<file path="src/rtl/prng_hpc2_feed_if.sv">
`timescale 1ns/1ps
`default_nettype none
// ============================================================================
// Module   : prng_hpc2_feed_if
// Purpose  : Seed and random-word handshake bundle for prng_hpc2_feed.
//            The master side is whoever supplies seeds and consumes words.
//            The slave side is the randomness source itself.
// Revision : 1.0 - initial release
// ============================================================================
interface prng_hpc2_feed_if #(
  parameter int RNDW = 1
) ();
  logic [31:0]     seed;
  logic            seed_valid;
  logic            seed_ready;
  logic            reseed;
  logic [RNDW-1:0] rnd;
  logic            rnd_valid;
  logic            rnd_ready;

  modport master (
    output seed, seed_valid, reseed, rnd_ready,
    input  seed_ready, rnd, rnd_valid
  );

  modport slave (
    input  seed, seed_valid, reseed, rnd_ready,
    output seed_ready, rnd, rnd_valid
  );
endinterface
`default_nettype wire

</file>
<file path="src/rtl/prng_hpc2_feed.sv">
`timescale 1ns/1ps
`default_nettype none
// ============================================================================
// Module   : prng_hpc2_feed
// Purpose  : Fresh-randomness source for the rnd input of HPC2 masked-AND
//            gadgets. It holds a bank of RNDW 31-bit LFSRs. The bank is
//            seeded one word per handshake and warmed up for WARMUP steps.
//            It then streams one RNDW-bit word per accepted handshake.
//            rnd[k] is the MSB of LFSR k and is not registered, because the
//            gadget registers it.
// Revision : 1.0 - initial release
// ============================================================================
module prng_hpc2_feed #(
  parameter int D      = 2,
  parameter int RNDW   = D * (D - 1) / 2,
  parameter int WARMUP = 64
) (
  input  logic            clk,
  input  logic            rst,
  prng_hpc2_feed_if.slave bus
);

  // Both counters are at least one bit wide.
  // This keeps the declarations legal when WARMUP is 0.
  localparam int IDXW = (RNDW < 1)   ? 1 : $clog2(RNDW + 1);
  localparam int WCW  = (WARMUP < 1) ? 1 : $clog2(WARMUP + 1);

  localparam logic [IDXW-1:0] IDX_LAST  = IDXW'(RNDW - 1);
  localparam logic [WCW-1:0]  WCNT_LAST = WCW'((WARMUP > 0) ? WARMUP - 1 : 0);
  localparam logic [30:0]     LFSR_ONE  = 31'h1;

  typedef enum logic [1:0] {
    ST_SEED   = 2'd0,
    ST_WARMUP = 2'd1,
    ST_RUN    = 2'd2
  } state_t;

  state_t          state;
  state_t          state_next;
  logic [IDXW-1:0] idx;
  logic [IDXW-1:0] idx_next;
  logic [WCW-1:0]  wcnt;
  logic [WCW-1:0]  wcnt_next;
  logic            load;
  logic            step;
  logic [30:0]     seed_word;
  logic [RNDW-1:0] rnd_bits;
  logic [30:0]     lfsr [RNDW];

  // An all-zero LFSR would lock up, so a zero seed is replaced by 1.
  // Bit 31 of the seed word is never used.
  assign seed_word = (bus.seed[30:0] == 31'd0) ? LFSR_ONE : bus.seed[30:0];

  // Control state and counters. Reset aborts any partial seeding or warmup.
  always_ff @(posedge clk) begin
    if (rst) begin
      state <= ST_SEED;
      idx   <= '0;
      wcnt  <= '0;
    end else begin
      state <= state_next;
      idx   <= idx_next;
      wcnt  <= wcnt_next;
    end
  end

  // Next state, the seed-load strobe and the bank-wide step strobe.
  // In RUN, reseed takes priority over a consumer handshake in the same cycle.
  always_comb begin
    state_next = state;
    idx_next   = idx;
    wcnt_next  = wcnt;
    load       = 1'b0;
    step       = 1'b0;
    case (state)
      ST_SEED: begin
        if (bus.seed_valid) begin
          load = 1'b1;
          if (idx == IDX_LAST) begin
            idx_next   = '0;
            state_next = (WARMUP == 0) ? ST_RUN : ST_WARMUP;
          end else begin
            idx_next = idx + 1'b1;
          end
        end
      end
      ST_WARMUP: begin
        step = 1'b1;
        if (wcnt == WCNT_LAST) begin
          wcnt_next  = '0;
          state_next = ST_RUN;
        end else begin
          wcnt_next = wcnt + 1'b1;
        end
      end
      ST_RUN: begin
        if (bus.reseed) begin
          state_next = ST_SEED;
          idx_next   = '0;
        end else if (bus.rnd_ready) begin
          step = 1'b1;
        end
      end
      default: begin
        state_next = ST_SEED;
        idx_next   = '0;
        wcnt_next  = '0;
      end
    endcase
  end

  for (genvar k = 0; k < RNDW; k++) begin : g_lfsr
    // Lane k: load when it is the addressed seed slot, otherwise shift on step.
    always_ff @(posedge clk) begin
      if (rst) begin
        lfsr[k] <= LFSR_ONE;
      end else if (load && (idx == IDXW'(k))) begin
        lfsr[k] <= seed_word;
      end else if (step) begin
        lfsr[k] <= {lfsr[k][29:0], lfsr[k][30] ^ lfsr[k][27]};
      end
    end

    assign rnd_bits[k] = lfsr[k][30];
  end

  assign bus.rnd        = rnd_bits;
  assign bus.seed_ready = (state == ST_SEED);
  assign bus.rnd_valid  = (state == ST_RUN);

endmodule
`default_nettype wire

</file>
<file path="src/flat_wrapper.sv">
// flat-port wrapper written by rule: the top's interface ports become plain ports
module prng_hpc2_feed_flat 
#(
  parameter int D      = 2,
  parameter int RNDW   = D * (D - 1) / 2,
  parameter int WARMUP = 64
)
  (clk, rst, bus_seed, bus_seed_valid, bus_reseed, bus_rnd_ready, bus_seed_ready, bus_rnd, bus_rnd_valid);
  prng_hpc2_feed_if #(.RNDW(RNDW)) bus_i ();
  input  logic clk;
  input  logic rst;
  input wire logic [$bits(bus_i.seed)-1:0] bus_seed;
  input wire logic [$bits(bus_i.seed_valid)-1:0] bus_seed_valid;
  input wire logic [$bits(bus_i.reseed)-1:0] bus_reseed;
  input wire logic [$bits(bus_i.rnd_ready)-1:0] bus_rnd_ready;
  output wire logic [$bits(bus_i.seed_ready)-1:0] bus_seed_ready;
  output wire logic [$bits(bus_i.rnd)-1:0] bus_rnd;
  output wire logic [$bits(bus_i.rnd_valid)-1:0] bus_rnd_valid;
  assign bus_i.seed = bus_seed;
  assign bus_i.seed_valid = bus_seed_valid;
  assign bus_i.reseed = bus_reseed;
  assign bus_i.rnd_ready = bus_rnd_ready;
  assign bus_seed_ready = bus_i.seed_ready;
  assign bus_rnd = bus_i.rnd;
  assign bus_rnd_valid = bus_i.rnd_valid;
  prng_hpc2_feed #(.D(D), .RNDW(RNDW), .WARMUP(WARMUP)) u_core (.clk(clk), .rst(rst), .bus(bus_i));
endmodule
</file>
<file path="config.mk">
export PLATFORM = sky130hd
export DESIGN_NAME = prng_hpc2_feed_flat
export DESIGN_NICKNAME = d
export VERILOG_FILES = /design/src/rtl/prng_hpc2_feed_if.sv /design/src/rtl/prng_hpc2_feed.sv /design/src/flat_wrapper.sv
export SDC_FILE = /design/constraint.sdc
export NUM_CORES = 1
export LEC_CHECK = 0
export CAP_MARGIN = 20
export CORE_MARGIN = 2
export CORE_UTILIZATION = 45
export DETAILED_ROUTE_END_ITERATION = 7
export PLACE_DENSITY = 0.75
export SETUP_SLACK_MARGIN = 0.2
export SLEW_MARGIN = 10
export SYNTH_ARGS = -nofsm -noshare
export SYNTH_HDL_FRONTEND = slang
export SYNTH_SLANG_ARGS = --single-unit
</file>
<file path="constraint.sdc">
create_clock -name clk -period 2.5 [get_ports clk]
set_input_delay 0.5 -clock clk [delete_from_list [all_inputs] [get_ports clk]]
set_output_delay 0.5 -clock clk [all_outputs]
set_load 0.005 [all_outputs]
</file>
==> impl_metrics.csv <==
group,metric,value,unit
status,outcome,"finished clean",
yosys,synth_top_cell_area_share,0.502,
layout,drive_above_1_share,0.0984,
pwr,power.internal,1.47,mW
global_route,antenna_found_initial,0,
floorplan,start_util,0.467,
global_route,grt_pass1_wl,6.07,mm
yosys,synth.most_common_cell,"edfxtp_1",
global_route,track_usage,0.182,
worst_setup_path,cp.required,2.00,ns
yosys,async_flop_share,0,
worst_setup_path,worstPathCellList,"inv_1 -> ha_1 -> clkdlybuf4s50_1",
routing,post-route-drc-count,0,
clock_tree,post-cts-setup-buffer-count,0,
worst_setup_path,r2r-start,"u_core.state[1]",
clock_tree,hold_buffers,0,
sta,worst_pin_slew,0.428,ns
worst_setup_path,crit_cells,3,
yosys,yosys.area.top_type,"edfxtp_1",
place,dp_cells,225,
worst_setup_path,r2r_slack,0.67,ns
layout,seq_area,1110,sq um
floorplan,dieArea,4650,sq um
layout,syn2layout_area_growth,30.8,%
worst_setup_path,cp_num_buf_inv,2,
sta,slew_headroom,0.714,
pwr,seq_power_share,0.498,
place,io_buffers,38,
yosys,yosys-top-cells-count,"edfxtp_1, a22o_1, dfxtp_1",
clock_tree,clk_pin_slew,0.07,ns
floorplan,rows,23,
hold_path,hp-class,"register to register",
sta,whs,0.483,ns
clock_tree,cts_buffers,5,
floorplan,die_x,68.2,um
routing,vias_per_cell,5.71,
place,place_congestion,0.714,
yosys,synth.avg_cell_area,13.2,sq um
global_route,use_met3,0.0493,
layout,antenna-diode-count,0,
clock_tree,clock-root-buffer,"clkbuf_8",
floorplan,fp.dieH,68.2,um
pwr,p_sw,0.569,mW
place,dpl.hpwl,2.67,mm
yosys,ys_seq_elements,40,
pwr,leakagePower,0.893,nW
yosys,synthTopCellsByArea,"edfxtp_1, a22o_1, dfxtp_1",
global_route,grt_max_degree,32,
routing,routedWlPerCell,16.5,um
pwr,power,2.04,mW
worst_setup_path,path_max_fanout,7,
floorplan,ios,40,
layout,fin_nets,225,
clock_tree,cts_sinks,40,
layout,multi_input_area,708,sq um
global_route,grt_util_met1,0.227,
sta,period_share,0.855,
worst_setup_path,startpoint,"u_core.state[1]",
sta,setup_ws,0.363,ns
sta,fin_worst_skew,0.00688,ns
sta,setup_tns,0,ns
global_route,grt_pass1_vias,1320,
worst_setup_path,rr_endpoint,"u_core.wcnt[2]",
sta,fmax,0.468,GHz
yosys,syn_area,1850,sq um
worst_setup_path,end_kind,"primary output",
sta,slew_violations,0,
global_route,use_met2,0.299,
pwr,ir_drop,0.000404,V
worst_setup_path,slowest_stage,"clkdlybuf4s50_1",
clock_tree,htreeDepth,2,
clock_tree,clk_latency,0.30,ns
yosys,synth_edf_count,31,
yosys,yosys_warnings,0,
routing,drtPass1Iterations,4,
global_route,grt_overflow,0,
clock_tree,clockBufferDepth,2,
worst_setup_path,crit_type,"register to primary output",
worst_setup_path,slowest_delay,0.55,ns
flow_run,cap_violations,0,
global_route,busiest_layer,"met2",
worst_setup_path,cp_top_family,"buffers and inverters",
place,pre_cts_ws,0.328,ns
pwr,pwr-share-comb,0.247,
routing,first_iter_violations,93,
pwr,power_frac_clock,0.255,
sta,setup_viol,0,
pwr,power.density,843,nW/um^2
worst_setup_path,r2r_cells,6,
worst_setup_path,worstSetupStartpointType,"register",
yosys,syn_nets,183,
routing,ant_nets,0,
yosys,ys.flop_type,"edfxtp_1",
routing,num_vias,1331,
clock_tree,cts_tree,"done",
pwr,switching_share,0.278,
yosys,syn-instance-count,140,
yosys,synth_seq_area_share,0.600,
floorplan,core-area,3970,sq um
sta,hold_violations,0,
yosys,yosys.cell_types.count,33,
sta,rsz0062_at_grt,"false",
worst_setup_path,arrival,1.64,ns
worst_setup_path,cp-endpoint,"bus_seed_ready",
clock_tree,cts.repair.resized,0,
layout,finalNonFillerCells,233,
sta,fin_crit,2.14,ns
layout,fillers,334,
routing,totalWireLength,3.85,mm
-- cells by family after synthesis --
kind of cell	count (synthesis)	share of synthesized area
flip-flops	40	0.600
AND/OR/NAND/NOR	38	0.124
AO/OA/AOI/OAI	37	0.170
buffers and inverters	11	0.0263
XOR/XNOR	6	0.0284
adder cells (fa/ha/maj)	6	0.0405
multiplexers	2	0.0108
-- cell type report --
cell class,instances,share of cell area
Clock inverter,2,0.0145
Tap cell,50,0.0258
Timing Repair Buffer,41,0.171
Multi-Input combinational cell,89,0.292
Sequential cell,40,0.458
Clock buffer,6,0.0299
Inverter,5,0.00774
-- metal layers --
metal	vias up	share of wire	wire length, um
met5	-	0	0
met4	0	0.016	62
met3	7	0.056	214
met2	38	0.49	1900
met1	650	0.43	1670
li1	636	-	-
-- registers in the layout, indices dropped and copies added (netlist names) --
register,cells
u_core.lfsr,31
u_core.state,2
u_core.wcnt,7
-- power by group through the flow --
stage	logic (mW)	clock network, mW	registers, mW
6_report	0.505	0.521	1.02
5_1_grt	0.557	0.554	1.04
4_1_cts	0.511	0.530	1.02
3_5_place_dp	0.503	0	1.03
3_3_place_gp	0.487	0	1.02
2_1_floorplan	0.322	0	1.01
-- how the worst min path moves through the flow --
stage	startpoint	end	slack [ns]	cells after the start
floorplan	u_core.wcnt[6]	u_core.wcnt[6]	0.45	1
global placement	u_core.wcnt[6]	u_core.wcnt[6]	0.46	1
detailed placement	u_core.wcnt[6]	u_core.wcnt[6]	0.47	1
CTS	u_core.wcnt[6]	u_core.wcnt[6]	0.48	1
global route	u_core.wcnt[6]	u_core.wcnt[6]	0.50	1
finish	u_core.wcnt[6]	u_core.wcnt[6]	0.48	1
-- through the flow --
step / area (sq um) / util
after floorplan: 1870 / -
after global placement: 2320 / 0.583
after detailed placement: 2320 / 0.583
after CTS: 2420 / 0.610
after global routing: 2420 / 0.610
final: 2420 / 0.610
-- placed cells by master (no fill, tap or decap), drive strengths merged, types with 2 or more instances in the layout --
cell,count
nor3b,2
nand3,2
nand2b,4
ha,6
nor4,8
dfxtp,9
nor2,8
nand2,6
nand4,3
clkdlybuf4s50,38
inv,5
xor2,3
edfxtp,31
clkbuf,6
a22o,30
xnor2,3
buf,3
mux2i,2
o21ai,2
Note: power is estimated with default switching activity, not from simulation.
